### config.mk
export PLATFORM = sky130hd
export DESIGN_NAME = m_dram_arb
export DESIGN_NICKNAME = d
export VERILOG_FILES = /design/src/rtl/m_dram_arb.sv
export SDC_FILE = /design/constraint.sdc
export NUM_CORES = 1
export LEC_CHECK = 0
export CORE_ASPECT_RATIO = 0.9
export CORE_MARGIN = 3
export CORE_UTILIZATION = 47
export CTS_CLUSTER_SIZE = 24
export DETAILED_ROUTE_END_ITERATION = 8
export PLACE_DENSITY = 0.84
export SLEW_MARGIN = 0
export SYNTH_ARGS = -nofsm -noshare
export SYNTH_HDL_FRONTEND = slang
export SYNTH_SLANG_ARGS = --single-unit
### constraint.sdc
create_clock -name CLK -period 3.31 [get_ports CLK]
set_clock_uncertainty 0.1 [all_clocks]
set_input_delay 0.331 -clock CLK [delete_from_list [all_inputs] [get_ports CLK]]
set_output_delay 0.331 -clock CLK [all_outputs]
set_load 0.01 [all_outputs]
### src/rtl/m_dram_arb.sv
// Round-robin arbiter that serialises per-hart load/store command pulses onto a single DRAM port.
// Optional per-requester grant counters are built when DRAM_ARB_STATS_EN is defined.
module m_dram_arb #(
    parameter int unsigned NREQ = 2
) (
    input  logic                 CLK,
    input  logic                 RST,
    input  logic [32*NREQ-1:0]   w_req_addr,
    input  logic [32*NREQ-1:0]   w_req_wdata,
    input  logic [3*NREQ-1:0]    w_req_ctrl,
    input  logic [NREQ-1:0]      w_req_we,
    input  logic [NREQ-1:0]      w_req_le,
    output logic [NREQ-1:0]      w_req_busy,
    output logic [NREQ-1:0]      w_rsp_valid,
    output logic [32*NREQ-1:0]   w_rsp_odata,
    output logic [31:0]          w_dram_addr,
    output logic [31:0]          w_dram_wdata,
    output logic [2:0]           w_dram_ctrl,
    output logic                 w_dram_we_t,
    output logic                 w_dram_le,
    input  logic [31:0]          w_dram_odata,
    input  logic                 w_dram_busy,
    output logic [32*NREQ-1:0]   w_grant_cnt
);

    localparam int unsigned IW = (NREQ > 1) ? $clog2(NREQ) : 1;

    typedef enum logic [1:0] {
        S_IDLE  = 2'd0,
        S_ISSUE = 2'd1,
        S_WAIT  = 2'd2,
        S_DONE  = 2'd3
    } state_t;

    state_t          r_state;
    state_t          w_state_nxt;
    logic [IW-1:0]   r_grant;
    logic [IW-1:0]   w_grant_nxt;
    logic [IW-1:0]   r_rr;
    logic [IW-1:0]   w_rr_nxt;
    logic            w_found;
    logic            w_grant_go;
    logic            w_done_go;
    logic [31:0]     w_cand;

    logic [NREQ-1:0] r_pending;
    logic [NREQ-1:0] r_busy;
    logic [NREQ-1:0] r_slot_store;
    logic [31:0]     r_slot_addr  [NREQ];
    logic [31:0]     r_slot_wdata [NREQ];
    logic [2:0]      r_slot_ctrl  [NREQ];

    logic [NREQ-1:0] r_rsp_valid;
    logic [31:0]     r_rsp_odata  [NREQ];
    logic [31:0]     r_dram_addr;
    logic [31:0]     r_dram_wdata;
    logic [2:0]      r_dram_ctrl;
    logic            r_dram_we_t;
    logic            r_dram_le;

    // State register
    always_ff @(posedge CLK) begin
        if (RST) begin
            r_state <= S_IDLE;
        end else begin
            r_state <= w_state_nxt;
        end
    end

    // Next state plus round-robin search starting at r_rr
    always_comb begin
        w_state_nxt = r_state;
        w_grant_nxt = r_grant;
        w_found     = 1'b0;
        w_grant_go  = 1'b0;
        w_done_go   = 1'b0;
        w_cand      = 32'd0;
        w_rr_nxt    = r_rr;

        for (int k = 0; k < int'(NREQ); k++) begin
            w_cand = 32'(r_rr) + 32'(k);
            if (w_cand >= NREQ) begin
                w_cand = w_cand - NREQ;
            end
            if (!w_found && r_pending[w_cand[IW-1:0]]) begin
                w_found     = 1'b1;
                w_grant_nxt = w_cand[IW-1:0];
            end
        end

        case (r_state)
            S_IDLE: begin
                if (w_found && !w_dram_busy) begin
                    w_state_nxt = S_ISSUE;
                    w_grant_go  = 1'b1;
                end
            end
            S_ISSUE: w_state_nxt = S_WAIT;
            S_WAIT: begin
                if (!w_dram_busy) begin
                    w_state_nxt = S_DONE;
                    w_done_go   = 1'b1;
                end
            end
            S_DONE:  w_state_nxt = S_IDLE;
            default: w_state_nxt = S_IDLE;
        endcase

        if (!w_grant_go) begin
            w_grant_nxt = r_grant;
        end else if (32'(w_grant_nxt) + 32'd1 >= NREQ) begin
            w_rr_nxt = IW'(0);
        end else begin
            w_rr_nxt = IW'(32'(w_grant_nxt) + 32'd1);
        end
    end

    // Command capture, DRAM issue and response datapath
    always_ff @(posedge CLK) begin
        if (RST) begin
            r_grant      <= '0;
            r_rr         <= '0;
            r_pending    <= '0;
            r_busy       <= '0;
            r_slot_store <= '0;
            r_rsp_valid  <= '0;
            r_dram_addr  <= '0;
            r_dram_wdata <= '0;
            r_dram_ctrl  <= '0;
            r_dram_we_t  <= 1'b0;
            r_dram_le    <= 1'b0;
            for (int i = 0; i < int'(NREQ); i++) begin
                r_slot_addr[i]  <= '0;
                r_slot_wdata[i] <= '0;
                r_slot_ctrl[i]  <= '0;
                r_rsp_odata[i]  <= '0;
            end
        end else begin
            r_dram_we_t <= 1'b0;
            r_dram_le   <= 1'b0;
            r_rsp_valid <= '0;

            // Pulses while a command is outstanding are dropped
            for (int i = 0; i < int'(NREQ); i++) begin
                if ((w_req_we[i] || w_req_le[i]) && !r_busy[i]) begin
                    r_pending[i]    <= 1'b1;
                    r_busy[i]       <= 1'b1;
                    r_slot_store[i] <= w_req_we[i];
                    r_slot_addr[i]  <= w_req_addr[32*i +: 32];
                    r_slot_wdata[i] <= w_req_wdata[32*i +: 32];
                    r_slot_ctrl[i]  <= w_req_ctrl[3*i +: 3];
                end
            end

            if (w_grant_go) begin
                r_grant                <= w_grant_nxt;
                r_rr                   <= w_rr_nxt;
                r_pending[w_grant_nxt] <= 1'b0;
                r_dram_addr            <= r_slot_addr[w_grant_nxt];
                r_dram_wdata           <= r_slot_wdata[w_grant_nxt];
                r_dram_ctrl            <= r_slot_ctrl[w_grant_nxt];
                r_dram_we_t            <= r_slot_store[w_grant_nxt];
                r_dram_le              <= !r_slot_store[w_grant_nxt];
            end

            if (w_done_go) begin
                r_rsp_valid[r_grant] <= 1'b1;
                if (!r_slot_store[r_grant]) begin
                    r_rsp_odata[r_grant] <= w_dram_odata;
                end
            end

            if (r_state == S_DONE) begin
                r_busy[r_grant] <= 1'b0;
            end
        end
    end

    assign w_req_busy   = r_busy;
    assign w_rsp_valid  = r_rsp_valid;
    assign w_dram_addr  = r_dram_addr;
    assign w_dram_wdata = r_dram_wdata;
    assign w_dram_ctrl  = r_dram_ctrl;
    assign w_dram_we_t  = r_dram_we_t;
    assign w_dram_le    = r_dram_le;

    for (genvar g = 0; g < int'(NREQ); g++) begin : g_odata
        assign w_rsp_odata[32*g +: 32] = r_rsp_odata[g];
    end

`ifdef DRAM_ARB_STATS_EN
    logic [31:0] r_grant_cnt [NREQ];

    // Grant counters wrap naturally at 32 bits
    always_ff @(posedge CLK) begin
        if (RST) begin
            for (int i = 0; i < int'(NREQ); i++) begin
                r_grant_cnt[i] <= '0;
            end
        end else if (w_grant_go) begin
            r_grant_cnt[w_grant_nxt] <= r_grant_cnt[w_grant_nxt] + 32'd1;
        end
    end

    for (genvar g = 0; g < int'(NREQ); g++) begin : g_cnt
        assign w_grant_cnt[32*g +: 32] = r_grant_cnt[g];
    end
`else
    assign w_grant_cnt = '0;
`endif

endmodule

==> flow_results.xml, run 1 <==
<?xml version="1.0" encoding="UTF-8"?>
<metrics>
  <group name="yosys">
    <metric name="syn_inst" unit="">1014</metric>
    <metric name="synth.cell_area" unit="sq mm">0.0122</metric>
    <metric name="top_area_cells_in_the_synthesized_netlist" unit="">edfxtp_1 (49%), dfxtp_1 (13%), and2_1 (10%), a221o_1 (5.5%), buf_4 (4.3%)</metric>
    <metric name="synth_seq_cells" unit="">279</metric>
    <metric name="netlist.area_leader.share" unit="%">48.7</metric>
    <metric name="synth_area_leader_cell" unit="">edfxtp_1</metric>
    <metric name="syn_avg_cell_area" unit="sq um">12.1</metric>
    <metric name="cell_variety_after_synth" unit="">39</metric>
    <metric name="yosys_warnings" unit="">0</metric>
    <metric name="seq_area_frac_synth" unit="%">61.9</metric>
  </group>
  <group name="timing">
    <metric name="final_hold_viol_count" unit="">0</metric>
    <metric name="min_period_over_period" unit="%">70.9</metric>
    <metric name="final-max-slew-violation-count" unit="">0</metric>
    <metric name="finalSetupViolCount" unit="">0</metric>
    <metric name="timing.slew.headroom" unit="%">44.6</metric>
    <metric name="max_freq" unit="MHz">426</metric>
    <metric name="setup-tns-final" unit="ns">0</metric>
    <metric name="setup_ws" unit="ns">0.965</metric>
    <metric name="post-route-min-period" unit="ns">2.35</metric>
    <metric name="tightestPinTransition" unit="ns">0.830</metric>
    <metric name="rsz0062_at_grt" unit="">no</metric>
  </group>
  <group name="placement">
    <metric name="hpwl" unit="microns">19800</metric>
    <metric name="gp_routability_congestion" unit="">0.843</metric>
    <metric name="dpl_worst_slack" unit="ns">0.757</metric>
    <metric name="port_buffers" unit="">309</metric>
  </group>
  <group name="power">
    <metric name="power.internal" unit="W">0.00662</metric>
    <metric name="vdd_drop_max" unit="V">0.000340</metric>
    <metric name="netSwitchingPower" unit="W">0.00229</metric>
    <metric name="power.switching_fraction" unit="%">25.7</metric>
    <metric name="p_seq_share" unit="%">47.5</metric>
    <metric name="cellLeakagePower" unit="nW">6.11</metric>
    <metric name="power.density" unit="mW/mm^2">545</metric>
    <metric name="power.clock.fraction" unit="%">34.3</metric>
    <metric name="power_frac_comb" unit="%">18.2</metric>
  </group>
  <group name="worst_setup_path">
    <metric name="timing_worst_setup_path_type" unit="">reg -&gt; reg</metric>
    <metric name="crit_fanout" unit="">58</metric>
    <metric name="timing.critical_path.buf_inv" unit="">2</metric>
    <metric name="worstSetupStartpointType" unit="">register</metric>
    <metric name="timing.critical_path.slowest_stage_cell" unit="">buf_4</metric>
    <metric name="cp.arrival" unit="ns">2.72</metric>
    <metric name="cpPeakStageDelay" unit="ns">0.62</metric>
    <metric name="timing.critical_path.required" unit="ns">3.68</metric>
    <metric name="timing.critical_path.max_delay_family" unit="">buffers and inverters</metric>
    <metric name="worstReg2RegStart" unit="">r_state[1]$_SDFFE_PP0P_</metric>
    <metric name="cell_depth_of_the_worst_flop_to_flop_path" unit="">6</metric>
    <metric name="nature_of_the_critical_path_endpoint" unit="">register</metric>
    <metric name="reg2reg_setup_slack" unit="ns">0.96</metric>
    <metric name="crit_path_cell_trace" unit="">inv_1 -&gt; ha_1 -&gt; and2b_1 -&gt; a21oi_4 -&gt; buf_4 -&gt; a221o_1</metric>
    <metric name="reg2reg_to" unit="">w_dram_wdata[0]$_SDFFE_PP0N_</metric>
  </group>
  <group name="cts">
    <metric name="cts_resized" unit="">0</metric>
    <metric name="cts_hold_buf" unit="">0</metric>
    <metric name="worst_skew_pair.late_latency" unit="ns">0.54</metric>
    <metric name="cts_num_sinks" unit="">279</metric>
    <metric name="cts.root.buffer_cell" unit="">clkbuf_16</metric>
    <metric name="cts_max_level" unit="">1</metric>
    <metric name="cts_tree" unit="">built</metric>
    <metric name="cts_buffer_depth" unit="">3</metric>
    <metric name="cts_made_buffers" unit="">28</metric>
    <metric name="postCtsSetupRepairBufs" unit="">0</metric>
    <metric name="cts.reportedPaths.clkPinSlew" unit="ns">0.06</metric>
  </group>
  <group name="global_route">
    <metric name="largest_net_degree_at_the_start_of_global_routing" unit="">70</metric>
    <metric name="grt-ovfl-total" unit="">0</metric>
    <metric name="groute.usage.overall" unit="%">20.5</metric>
    <metric name="number_of_antenna_violations_at_the_first_check_in_global_routing" unit="">0</metric>
    <metric name="grt_pass1_vias" unit="">8536</metric>
    <metric name="grt_first_pass_wirelength" unit="microns">45900</metric>
  </group>
  <group name="layout">
    <metric name="antenna_cells_inserted" unit="">0</metric>
    <metric name="layout_commonest_cell" unit="">clkdlybuf4s50_1</metric>
    <metric name="final_nets" unit="">1476</metric>
    <metric name="areaGrowthSynthToFinish" unit="%">33.7</metric>
    <metric name="regArea" unit="sq mm">0.00757</metric>
    <metric name="multiInputGateArea" unit="sq mm">0.00378</metric>
    <metric name="commonest_non_fill_non_tap_cells_in_the_layout" unit="">clkdlybuf4s50_1 (309), and2_1 (198), edfxtp_1 (198)</metric>
    <metric name="nFillCells" unit="">1828</metric>
    <metric name="drive_gt1_share" unit="%">7.12</metric>
  </group>
  <group name="detailed_routing">
    <metric name="detail_route.wirelength" unit="microns">29600</metric>
    <metric name="route.antenna.remaining_nets" unit="">0</metric>
    <metric name="vias_per_cell" unit="">5.10</metric>
    <metric name="drtPass1Iterations" unit="">5</metric>
    <metric name="routed_wire_length_per_instance" unit="microns">17.8</metric>
    <metric name="route.detailed.drc" unit="">0</metric>
    <metric name="drt_iter0_drc" unit="">629</metric>
    <metric name="routed-via-count" unit="">8488</metric>
  </group>
  <group name="hold_path">
    <metric name="hold_crit_class" unit="">in -&gt; reg</metric>
    <metric name="hold_depth" unit="">3</metric>
    <metric name="min-delay-start" unit="">w_req_we[0]</metric>
    <metric name="min_delay_worst_endpoint" unit="">r_slot_store[0]$_SDFFE_PP0P_</metric>
  </group>
  <group name="run_status">
    <metric name="status" unit="">complete, no violations</metric>
  </group>
  <group name="die">
    <metric name="core_area" unit="sq mm">0.0254</metric>
    <metric name="std_cell_rows" unit="">55</metric>
    <metric name="pin_count" unit="">374</metric>
    <metric name="die_width" unit="microns">176</metric>
    <metric name="floorplan.initialDensity" unit="%">48.1</metric>
    <metric name="dieArea" unit="sq mm">0.0280</metric>
    <metric name="floorplan.die.height" unit="microns">159</metric>
  </group>
  <group name="run">
    <metric name="timing.max_cap.violations" unit="">0</metric>
  </group>
</metrics>
synthesized netlist by cell type:
cell type / n
and2_1: 198
edfxtp_1: 198
dfxtp_1: 81
inv_1: 75
a21oi_1: 71
buf_4: 70
nand2_1: 70
a221o_1: 67
a211oi_1: 53
clkbuf_1: 34
buf_2: 26
a211oi_2: 16
buf_6: 7
nor3_1: 5
nor2_1: 4
ha_1: 3
nor3b_1: 3
o21a_1: 3
o21ai_0: 3
a21oi_2: 2
mux2_2: 2
nand2b_1: 2
nor3_4: 2
o21bai_1: 2
or2_2: 2
or3b_4: 2
a21bo_1: 1
a21boi_2: 1
a221oi_1: 1
a22o_1: 1
a22oi_2: 1
and2b_1: 1
conb_1: 1
nand3_1: 1
nand3b_1: 1
nor2b_1: 1
nor3b_2: 1
o211a_1: 1
or2_1: 1
worst max-delay path by stage:
stage	startpoint	endpoint	cells after the start
after detailed placement	w_dram_busy	w_dram_addr[4]$_SDFFE_PP0N_	5
final	r_state[1]$_SDFFE_PP0P_	w_dram_wdata[0]$_SDFFE_PP0N_	6
after floorplan	w_req_busy[0]$_SDFF_PP0_	r_slot_addr[0][0]$_SDFFCE_PN0P_	2
after global placement	w_dram_busy	w_dram_addr[29]$_SDFFE_PP0N_	5
after global routing	r_state[0]$_SDFFE_PP0P_	w_dram_wdata[7]$_SDFFE_PP0N_	6
after CTS	r_state[1]$_SDFFE_PP0P_	w_dram_addr[4]$_SDFFE_PP0N_	6
per-stage QoR:
step | area, sq um | cells | util, % | hold slack, ns | power, W
6_report | 16300 | 1663 | 64.3 | 0.335 | 0.00890
5_1_grt | 16300 | 1663 | 64.3 | 0.329 | 0.00926
4_1_cts | 16300 | 1663 | 64.3 | 0.305 | 0.00897
3_5_place_dp | 15400 | 1612 | 60.8 | 0.376 | 0.00591
3_3_place_gp | 15400 | 1612 | 60.8 | 0.369 | 0.00586
2_1_floorplan | 12500 | 1077 | - | 0.358 | 0.00521
power by group through the flow:
stage                     registers, W  clock network (W)  logic [W]
after CTS                      0.00423            0.00311    0.00163
after floorplan                0.00434                  0   0.000878
after global placement         0.00429                  0    0.00157
final                          0.00423            0.00305    0.00162
after global routing           0.00426            0.00324    0.00175
after detailed placement       0.00430                  0    0.00161
per-layer routing:
| metal | share of wire, % | vias up | GRT usage [%] |
|---|---|---|---|
| li1 | - | 4030 | - |
| met1 | 39 | 3995 | 25.6 |
| met2 | 49 | 411 | 35.1 |
| met3 | 8.9 | 52 | 5.03 |
| met4 | 3.1 | 0 | 6.12 |
| met5 | 0 | - | 0 |
final cells by class:
| type | count | share of cell area, % |
|---|---|---|
| Sequential cell | 279 | 46.3 |
| Multi-Input combinational cell | 586 | 23.1 |
| Timing Repair Buffer | 330 | 20.7 |
| Clock buffer | 39 | 4.79 |
| Tap cell | 342 | 2.62 |
| Inverter | 75 | 1.72 |
| Clock inverter | 12 | 0.712 |
logic make-up after synthesis:
group | Yosys count | synth area share [%]
fa+ha+maj | 3 | 0.307
compound gates | 223 | 14.4
simple gates | 294 | 13.8
other cells | 1 | 0.0307
flops | 279 | 61.9
buf+inv | 212 | 9.36
mux | 2 | 0.184
worst reg2reg max path, stage by stage (launching register included):
cell	delay, ns
dfxtp_1	0.38
inv_1	0.06
ha_1	0.24
and2b_1	0.26
a21oi_4	0.32
buf_4	0.62
a221o_1	0.32
sequential cells by signal, summed over array words and instances (netlist names), 3 cells and up:
register	count
w_dram_ctrl	3
r_slot_ctrl	6
w_dram_wdata	32
r_slot_wdata	64
r_slot_addr	64
w_dram_addr	32
r_rsp_odata	64
Note: power is estimated with default switching activity, not from simulation.
==> run 2, diff against run 1 <==
--- a/config.mk
+++ b/config.mk
@@ -7,10 +7,10 @@
 export LEC_CHECK = 0
 export CORE_ASPECT_RATIO = 0.9
 export CORE_MARGIN = 3
-export CORE_UTILIZATION = 47
+export CORE_UTILIZATION = 43
 export CTS_CLUSTER_SIZE = 24
 export DETAILED_ROUTE_END_ITERATION = 8
-export PLACE_DENSITY = 0.84
+export PLACE_DENSITY = 0.81
 export SLEW_MARGIN = 0
 export SYNTH_ARGS = -nofsm -noshare
 export SYNTH_HDL_FRONTEND = slang
==> constraint.sdc (replaced) <==
create_clock -name CLK -period 2.05 [get_ports CLK]
set_clock_uncertainty 0.1 [all_clocks]
set_input_delay 0.205 -clock CLK [delete_from_list [all_inputs] [get_ports CLK]]
set_output_delay 0.205 -clock CLK [all_outputs]
set_load 0.01 [all_outputs]
==> flow_results.xml, run 2 (synthesized netlist as in run 1, its figures left out) <==
<?xml version="1.0" encoding="UTF-8"?>
<metrics>
  <group name="run_status">
    <metric name="status" unit="">complete, no violations</metric>
  </group>
  <group name="timing">
    <metric name="min_period_over_period" unit="%">94.2</metric>
    <metric name="timing.slew.headroom" unit="%">63.4</metric>
    <metric name="final_hold_viol_count" unit="">0</metric>
    <metric name="rsz0062_at_grt" unit="">no</metric>
    <metric name="tightestPinTransition" unit="ns">0.549</metric>
    <metric name="max_freq" unit="MHz">518</metric>
    <metric name="post-route-min-period" unit="ns">1.93</metric>
    <metric name="finalSetupViolCount" unit="">0</metric>
    <metric name="setup-tns-final" unit="ns">0</metric>
    <metric name="final-max-slew-violation-count" unit="">0</metric>
  </group>
  <group name="cts">
    <metric name="cts_buffer_depth" unit="">3</metric>
    <metric name="cts_tree" unit="">built</metric>
    <metric name="cts.root.buffer_cell" unit="">clkbuf_16</metric>
    <metric name="cts_made_buffers" unit="">28</metric>
    <metric name="worst_skew_pair.late_latency" unit="ns">0.54</metric>
    <metric name="cts_num_sinks" unit="">279</metric>
    <metric name="cts_hold_buf" unit="">0</metric>
    <metric name="cts.reportedPaths.clkPinSlew" unit="ns">0.06</metric>
    <metric name="cts_max_level" unit="">1</metric>
  </group>
  <group name="power">
    <metric name="vdd_drop_max" unit="V">0.000565</metric>
    <metric name="power.density" unit="mW/mm^2">875</metric>
    <metric name="cellLeakagePower" unit="nW">6.25</metric>
  </group>
  <group name="worst_setup_path">
    <metric name="worstReg2RegStart" unit="">r_state[0]$_SDFFE_PP0P_</metric>
    <metric name="timing.critical_path.required" unit="ns">2.44</metric>
    <metric name="setup.worst_path.start" unit="">r_state[0]$_SDFFE_PP0P_</metric>
    <metric name="timing.critical_path.slowest_stage_cell" unit="">or3b_4</metric>
    <metric name="crit_fanout" unit="">32</metric>
    <metric name="cp.arrival" unit="ns">2.32</metric>
    <metric name="timing_worst_setup_path_type" unit="">reg -&gt; reg</metric>
    <metric name="timing.critical_path.max_delay_family" unit="">simple AND/OR/NAND/NOR gates</metric>
    <metric name="timing.critical_path.buf_inv" unit="">2</metric>
    <metric name="worstSetupStartpointType" unit="">register</metric>
    <metric name="cpPeakStageDelay" unit="ns">0.51</metric>
    <metric name="crit_path_cell_trace" unit="">inv_1 -&gt; ha_2 -&gt; or3b_4 -&gt; clkbuf_16 -&gt; a211oi_1 -&gt; a221o_1</metric>
    <metric name="nature_of_the_critical_path_endpoint" unit="">register</metric>
  </group>
  <group name="layout">
    <metric name="layout_commonest_cell" unit="">clkdlybuf4s50_1</metric>
    <metric name="layout_top_registers" unit="">r_rsp_odata (64), r_slot_addr (64), r_slot_wdata (64)</metric>
    <metric name="drive_gt1_share" unit="%">9.02</metric>
    <metric name="areaGrowthSynthToFinish" unit="%">36.0</metric>
    <metric name="commonest_non_fill_non_tap_cells_in_the_layout" unit="">clkdlybuf4s50_1 (309), and2_1 (198), edfxtp_1 (198)</metric>
    <metric name="antenna_cells_inserted" unit="">0</metric>
    <metric name="final-instance-count-excl-fill" unit="">1695</metric>
    <metric name="final_nets" unit="">1496</metric>
  </group>
  <group name="die">
    <metric name="core_area" unit="sq mm">0.0275</metric>
    <metric name="floorplan.initialDensity" unit="%">44.5</metric>
    <metric name="floorplan.die.height" unit="microns">166</metric>
    <metric name="std_cell_rows" unit="">57</metric>
    <metric name="dieArea" unit="sq mm">0.0305</metric>
    <metric name="pin_count" unit="">374</metric>
    <metric name="die_width" unit="microns">184</metric>
  </group>
  <group name="detailed_routing">
    <metric name="route.antenna.remaining_nets" unit="">0</metric>
    <metric name="routed-via-count" unit="">8537</metric>
    <metric name="vias_per_cell" unit="">5.04</metric>
    <metric name="route.detailed.drc" unit="">0</metric>
    <metric name="routed_wire_length_per_instance" unit="microns">18.0</metric>
    <metric name="drtPass1Iterations" unit="">5</metric>
    <metric name="detail_route.wirelength" unit="microns">30500</metric>
    <metric name="drt_iter0_drc" unit="">606</metric>
  </group>
  <group name="placement">
    <metric name="port_buffers" unit="">309</metric>
    <metric name="numPlacedInstances" unit="">1643</metric>
    <metric name="gp_routability_congestion" unit="">0.824</metric>
    <metric name="hpwl" unit="microns">21200</metric>
  </group>
  <group name="global_route">
    <metric name="largest_net_degree_at_the_start_of_global_routing" unit="">66</metric>
    <metric name="groute.usage.overall" unit="%">19.0</metric>
    <metric name="grt_pass1_vias" unit="">8363</metric>
    <metric name="number_of_antenna_violations_at_the_first_check_in_global_routing" unit="">0</metric>
    <metric name="grt_first_pass_wirelength" unit="microns">46100</metric>
    <metric name="grt-ovfl-total" unit="">0</metric>
  </group>
  <group name="hold_path">
    <metric name="min-delay-start" unit="">w_req_ctrl[5]</metric>
    <metric name="hold_crit_class" unit="">in -&gt; reg</metric>
  </group>
  <group name="run">
    <metric name="timing.max_cap.violations" unit="">0</metric>
  </group>
</metrics>
run 2: cell count changes in the layout (fill, tap and decap cells not counted), sizes merged:
| cell | previous run | this run |
|---|---|---|
| buf | 21 | 40 |
| clkbuf | 39 | 42 |
| clkinv | 10 | 7 |
| bufinv | 2 | 1 |
| clkinvlp | 0 | 1 |
| inv | 75 | 76 |
run 2: cell type report:
| class | count | area, sq um |
|---|---|---|
| clock buffers | 41 | 800 |
| clock inverters | 10 | 100 |
| fillers | 2081 | 10800 |
| inverters | 75 | 282 |
| multi-input cells | 586 | 3800 |
| flip-flops and latches | 279 | 7570 |
| well taps | 354 | 443 |
| repair buffers | 350 | 3620 |
run 2: routing by layer:
metal | wire (microns) | vias to the layer above | track usage, %
met5 | 0 | - | 0
met4 | 599 | 0 | 4.04
met3 | 2900 | 49 | 5.17
met2 | 14800 | 389 | 32.4
met1 | 12300 | 4023 | 24.3
li1 | - | 4076 | -
run 2: timing repair:
| action | 4_1_cts | 5_1_grt |
|---|---|---|
| endpoints found under the setup margin | 0 | 32 |
| gates resized for setup | 0 | 6 |
| setup buffers | 0 | 0 |
run 2: report_power, final:
part	total (W)	switching (W)	internal, W
Sequential	0.00683	0.000237	0.00659
Combinational	0.00277	0.00147	0.00129
Clock	0.00494	0.00210	0.00284
Total	0.0145	0.00381	0.0107
run 2: stage by stage:
| step | total power [W] | util (%) | setup WS, ns | hold slack [ns] | cell area [sq um] |
|---|---|---|---|---|---|
| after floorplan | 0.00841 | - | 0.111 | 0.258 | 12500 |
| after global placement | 0.00958 | 57.0 | 0.0299 | 0.367 | 15700 |
| after detailed placement | 0.00965 | 57.0 | -0.000263 | 0.374 | 15700 |
| after CTS | 0.0146 | 60.3 | 0.0210 | 0.189 | 16600 |
| after global routing | 0.0152 | 60.5 | 0.0103 | 0.201 | 16600 |
| final | 0.0145 | 60.5 | 0.119 | 0.212 | 16600 |
run 2: final timing paths:
check	end	slack (ns)	depth (start not counted)
setup / recovery	w_dram_addr[28]$_SDFFE_PP0N_	0.12	6
hold / removal	r_slot_ctrl[1][2]$_SDFFCE_PN0P_	0.21	2
setup reg to reg	w_dram_addr[28]$_SDFFE_PP0N_	0.12	6
hold reg to reg	w_dram_wdata[23]$_SDFFE_PP0N_	0.38	1
==> run 3, diff against run 2 <==
--- a/config.mk
+++ b/config.mk
@@ -7,10 +7,12 @@
 export LEC_CHECK = 0
 export CORE_ASPECT_RATIO = 0.9
 export CORE_MARGIN = 3
-export CORE_UTILIZATION = 43
+export CORE_UTILIZATION = 50
 export CTS_CLUSTER_SIZE = 24
 export DETAILED_ROUTE_END_ITERATION = 8
-export PLACE_DENSITY = 0.81
+export DONT_BUFFER_PORTS = 1
+export PLACE_DENSITY = 0.69
+export SETUP_SLACK_MARGIN = 0.1
 export SLEW_MARGIN = 0
 export SYNTH_ARGS = -nofsm -noshare
 export SYNTH_HDL_FRONTEND = slang
==> constraint.sdc (replaced) <==
create_clock -name CLK -period 1.9 [get_ports CLK]
set_clock_uncertainty 0.1 [all_clocks]
set_input_delay 0.19 -clock CLK [delete_from_list [all_inputs] [get_ports CLK]]
set_output_delay 0.19 -clock CLK [all_outputs]
set_load 0.01 [all_outputs]
==> flow_results.xml, run 3 (synthesized netlist as in run 1, its figures left out) <==
<?xml version="1.0" encoding="UTF-8"?>
<metrics>
  <group name="run_status">
    <metric name="status" unit="">complete, no violations</metric>
  </group>
  <group name="worst_setup_path">
    <metric name="timing_worst_setup_path_type" unit="">reg -&gt; reg</metric>
    <metric name="reg2reg_setup_slack" unit="ns">0.03</metric>
    <metric name="nature_of_the_critical_path_endpoint" unit="">register</metric>
    <metric name="cell_depth_of_the_worst_flop_to_flop_path" unit="">7</metric>
    <metric name="reg2reg_to" unit="">w_dram_wdata[30]$_SDFFE_PP0N_</metric>
    <metric name="crit_fanout" unit="">21</metric>
    <metric name="timing.critical_path.required" unit="ns">2.29</metric>
    <metric name="worstReg2RegStart" unit="">r_state[1]$_SDFFE_PP0P_</metric>
    <metric name="setup.worst_path.start" unit="">r_state[1]$_SDFFE_PP0P_</metric>
    <metric name="worstSetupStartpointType" unit="">register</metric>
    <metric name="cp.arrival" unit="ns">2.26</metric>
  </group>
  <group name="timing">
    <metric name="timing.slew.headroom" unit="%">55.3</metric>
    <metric name="post-route-min-period" unit="ns">1.87</metric>
    <metric name="final_hold_viol_count" unit="">0</metric>
    <metric name="max_freq" unit="MHz">534</metric>
    <metric name="setup_ws" unit="ns">0.0286</metric>
    <metric name="hold_ws" unit="ns">0.106</metric>
    <metric name="tightestPinTransition" unit="ns">0.669</metric>
    <metric name="final-max-slew-violation-count" unit="">0</metric>
    <metric name="rsz0062_at_grt" unit="">yes</metric>
    <metric name="min_period_over_period" unit="%">98.5</metric>
    <metric name="finalSetupViolCount" unit="">0</metric>
  </group>
  <group name="detailed_routing">
    <metric name="drt_iter0_drc" unit="">437</metric>
    <metric name="route.detailed.drc" unit="">0</metric>
    <metric name="detail_route.wirelength" unit="microns">30900</metric>
    <metric name="vias_per_cell" unit="">5.39</metric>
    <metric name="drtPass1Iterations" unit="">5</metric>
    <metric name="routed-via-count" unit="">8231</metric>
    <metric name="routed_wire_length_per_instance" unit="microns">20.3</metric>
    <metric name="route.antenna.remaining_nets" unit="">0</metric>
  </group>
  <group name="die">
    <metric name="pin_count" unit="">374</metric>
    <metric name="std_cell_rows" unit="">53</metric>
    <metric name="die_width" unit="microns">171</metric>
    <metric name="floorplan.initialDensity" unit="%">51.6</metric>
    <metric name="core_area" unit="sq mm">0.0237</metric>
    <metric name="dieArea" unit="sq mm">0.0264</metric>
    <metric name="floorplan.die.height" unit="microns">154</metric>
  </group>
  <group name="cts">
    <metric name="cts.root.buffer_cell" unit="">clkbuf_16</metric>
    <metric name="cts_num_sinks" unit="">279</metric>
    <metric name="cts_made_buffers" unit="">29</metric>
    <metric name="worst_skew_pair.late_latency" unit="ns">0.54</metric>
    <metric name="cts_max_level" unit="">1</metric>
    <metric name="cts_tree" unit="">built</metric>
    <metric name="cts_buffer_depth" unit="">3</metric>
    <metric name="cts.reportedPaths.clkPinSlew" unit="ns">0.06</metric>
  </group>
  <group name="run">
    <metric name="timing.max_cap.violations" unit="">0</metric>
  </group>
  <group name="global_route">
    <metric name="grt_pass1_vias" unit="">8203</metric>
    <metric name="grt_first_pass_wirelength" unit="microns">46000</metric>
    <metric name="grt-ovfl-total" unit="">0</metric>
    <metric name="number_of_antenna_violations_at_the_first_check_in_global_routing" unit="">2</metric>
    <metric name="largest_net_degree_at_the_start_of_global_routing" unit="">96</metric>
    <metric name="groute.usage.overall" unit="%">22.0</metric>
  </group>
  <group name="hold_path">
    <metric name="min-delay-start" unit="">RST</metric>
    <metric name="hold_depth" unit="">3</metric>
    <metric name="min_delay_worst_endpoint" unit="">r_slot_wdata[0][4]$_SDFFCE_PN0P_</metric>
    <metric name="hold_crit_class" unit="">in -&gt; reg</metric>
  </group>
  <group name="placement">
    <metric name="port_buffers" unit="">0</metric>
    <metric name="gp_routability_congestion" unit="">0.771</metric>
    <metric name="hpwl" unit="microns">17600</metric>
    <metric name="detailed_place.area" unit="sq mm">0.0125</metric>
    <metric name="dpl_worst_slack" unit="ns">0.0267</metric>
  </group>
  <group name="power">
    <metric name="vdd_drop_max" unit="V">0.000887</metric>
    <metric name="power.internal" unit="W">0.0121</metric>
    <metric name="power.switching_fraction" unit="%">26.2</metric>
    <metric name="netSwitchingPower" unit="W">0.00430</metric>
    <metric name="power_frac_comb" unit="%">16.6</metric>
    <metric name="power.density" unit="mW/mm^2">1030</metric>
    <metric name="power.clock.fraction" unit="%">37.3</metric>
    <metric name="cellLeakagePower" unit="nW">6.03</metric>
    <metric name="p_seq_share" unit="%">46.1</metric>
  </group>
  <group name="layout">
    <metric name="areaGrowthSynthToFinish" unit="%">29.9</metric>
    <metric name="drive_gt1_share" unit="%">16.0</metric>
    <metric name="final_nets" unit="">1376</metric>
    <metric name="regArea" unit="sq mm">0.00757</metric>
    <metric name="commonest_non_fill_non_tap_cells_in_the_layout" unit="">and2_1 (198), edfxtp_1 (198), dlygate4sd3_1 (177)</metric>
    <metric name="final_design_area_no_fill" unit="sq mm">0.0159</metric>
    <metric name="multiInputGateArea" unit="sq mm">0.00408</metric>
    <metric name="nFillCells" unit="">1630</metric>
    <metric name="layout_top_registers" unit="">r_rsp_odata (64), r_slot_addr (64), r_slot_wdata (64)</metric>
    <metric name="final_core_utilization" unit="%">67.1</metric>
  </group>
</metrics>
[run 3: cell types whose count changed in the layout (fill, tap and decap cells not counted), sizes merged]
cell / delta
buf: +9
dlygate4sd3: +177
clkbuf: -7
clkinv: +4
bufinv: +6
diode: +2
inv: +2
clkdlybuf4s50: -309
[run 3: layer usage]
metal	track usage (%)	wire (microns)	up-vias
met1	25.3	11200	3936
met3	6.64	2920	74
li1	-	-	3837
met5	0	0	-
met2	39.1	15800	384
met4	7.22	1080	0
[run 3: layout make-up]
cell class,instances,area share (%)
multi-input combinational,586,25.7
clock inverter,22,1.89
timing repair buffer,229,15.8
inverter,75,1.79
tap,302,2.38
antenna,2,0.0315
sequential,279,47.7
clock buffer,32,4.71
[run 3: worst max path at each step]
stage	endpoint	cells after the start
floorplan	r_rsp_odata[0][0]$_SDFFCE_PN0P_	5
global placement	r_rsp_odata[1][22]$_SDFFCE_PN0P_	6
detailed placement	w_dram_addr[25]$_SDFFE_PP0N_	6
CTS	r_rsp_odata[1][15]$_SDFFCE_PN0P_	6
global route	r_rsp_odata[1][29]$_SDFFCE_PN0P_	6
finish	w_dram_wdata[30]$_SDFFE_PP0N_	7
[run 3: through the flow]
| step | power (W) | TNS, ns | std cells |
|---|---|---|---|
| 2_1_floorplan | 0.00910 | 0 | 1077 |
| 3_3_place_gp | 0.00956 | 0 | 1275 |
| 3_5_place_dp | 0.00961 | 0 | 1275 |
| 4_1_cts | 0.0162 | 0 | 1516 |
| 5_1_grt | 0.0170 | -1.22 | 1527 |
| 6_report | 0.0164 | 0 | 1527 |
[run 3: power by group through the flow]
| stage | Clock [W] | Sequential [W] | Combinational, W |
|---|---|---|---|
| floorplan | 0 | 0.00755 | 0.00155 |
| global placement | 0 | 0.00767 | 0.00189 |
| detailed placement | 0 | 0.00768 | 0.00194 |
| CTS | 0.00619 | 0.00756 | 0.00246 |
| global route | 0.00647 | 0.00762 | 0.00296 |
| finish | 0.00613 | 0.00757 | 0.00272 |
[run 3: timing repair]
| item | in CTS | in global routing |
|---|---|---|
| endpoints found under the setup margin | 132 | 199 |
| pin swaps | 2 | 2 |
| gates resized for setup | 27 | 55 |
| cloned | 2 | 3 |
| endpoints found under the hold margin | 274 | 48 |
| setup buffers | 9 | 5 |
| hold buffers | 176 | 1 |
[run 3: critical path, stage by stage, from the launching register on]
cell      delay (ns)
dfxtp_4         0.36
inv_2           0.07
ha_4            0.14
or3b_4          0.44
buf_4           0.18
buf_16          0.16
a211oi_1        0.21
a221o_1         0.14
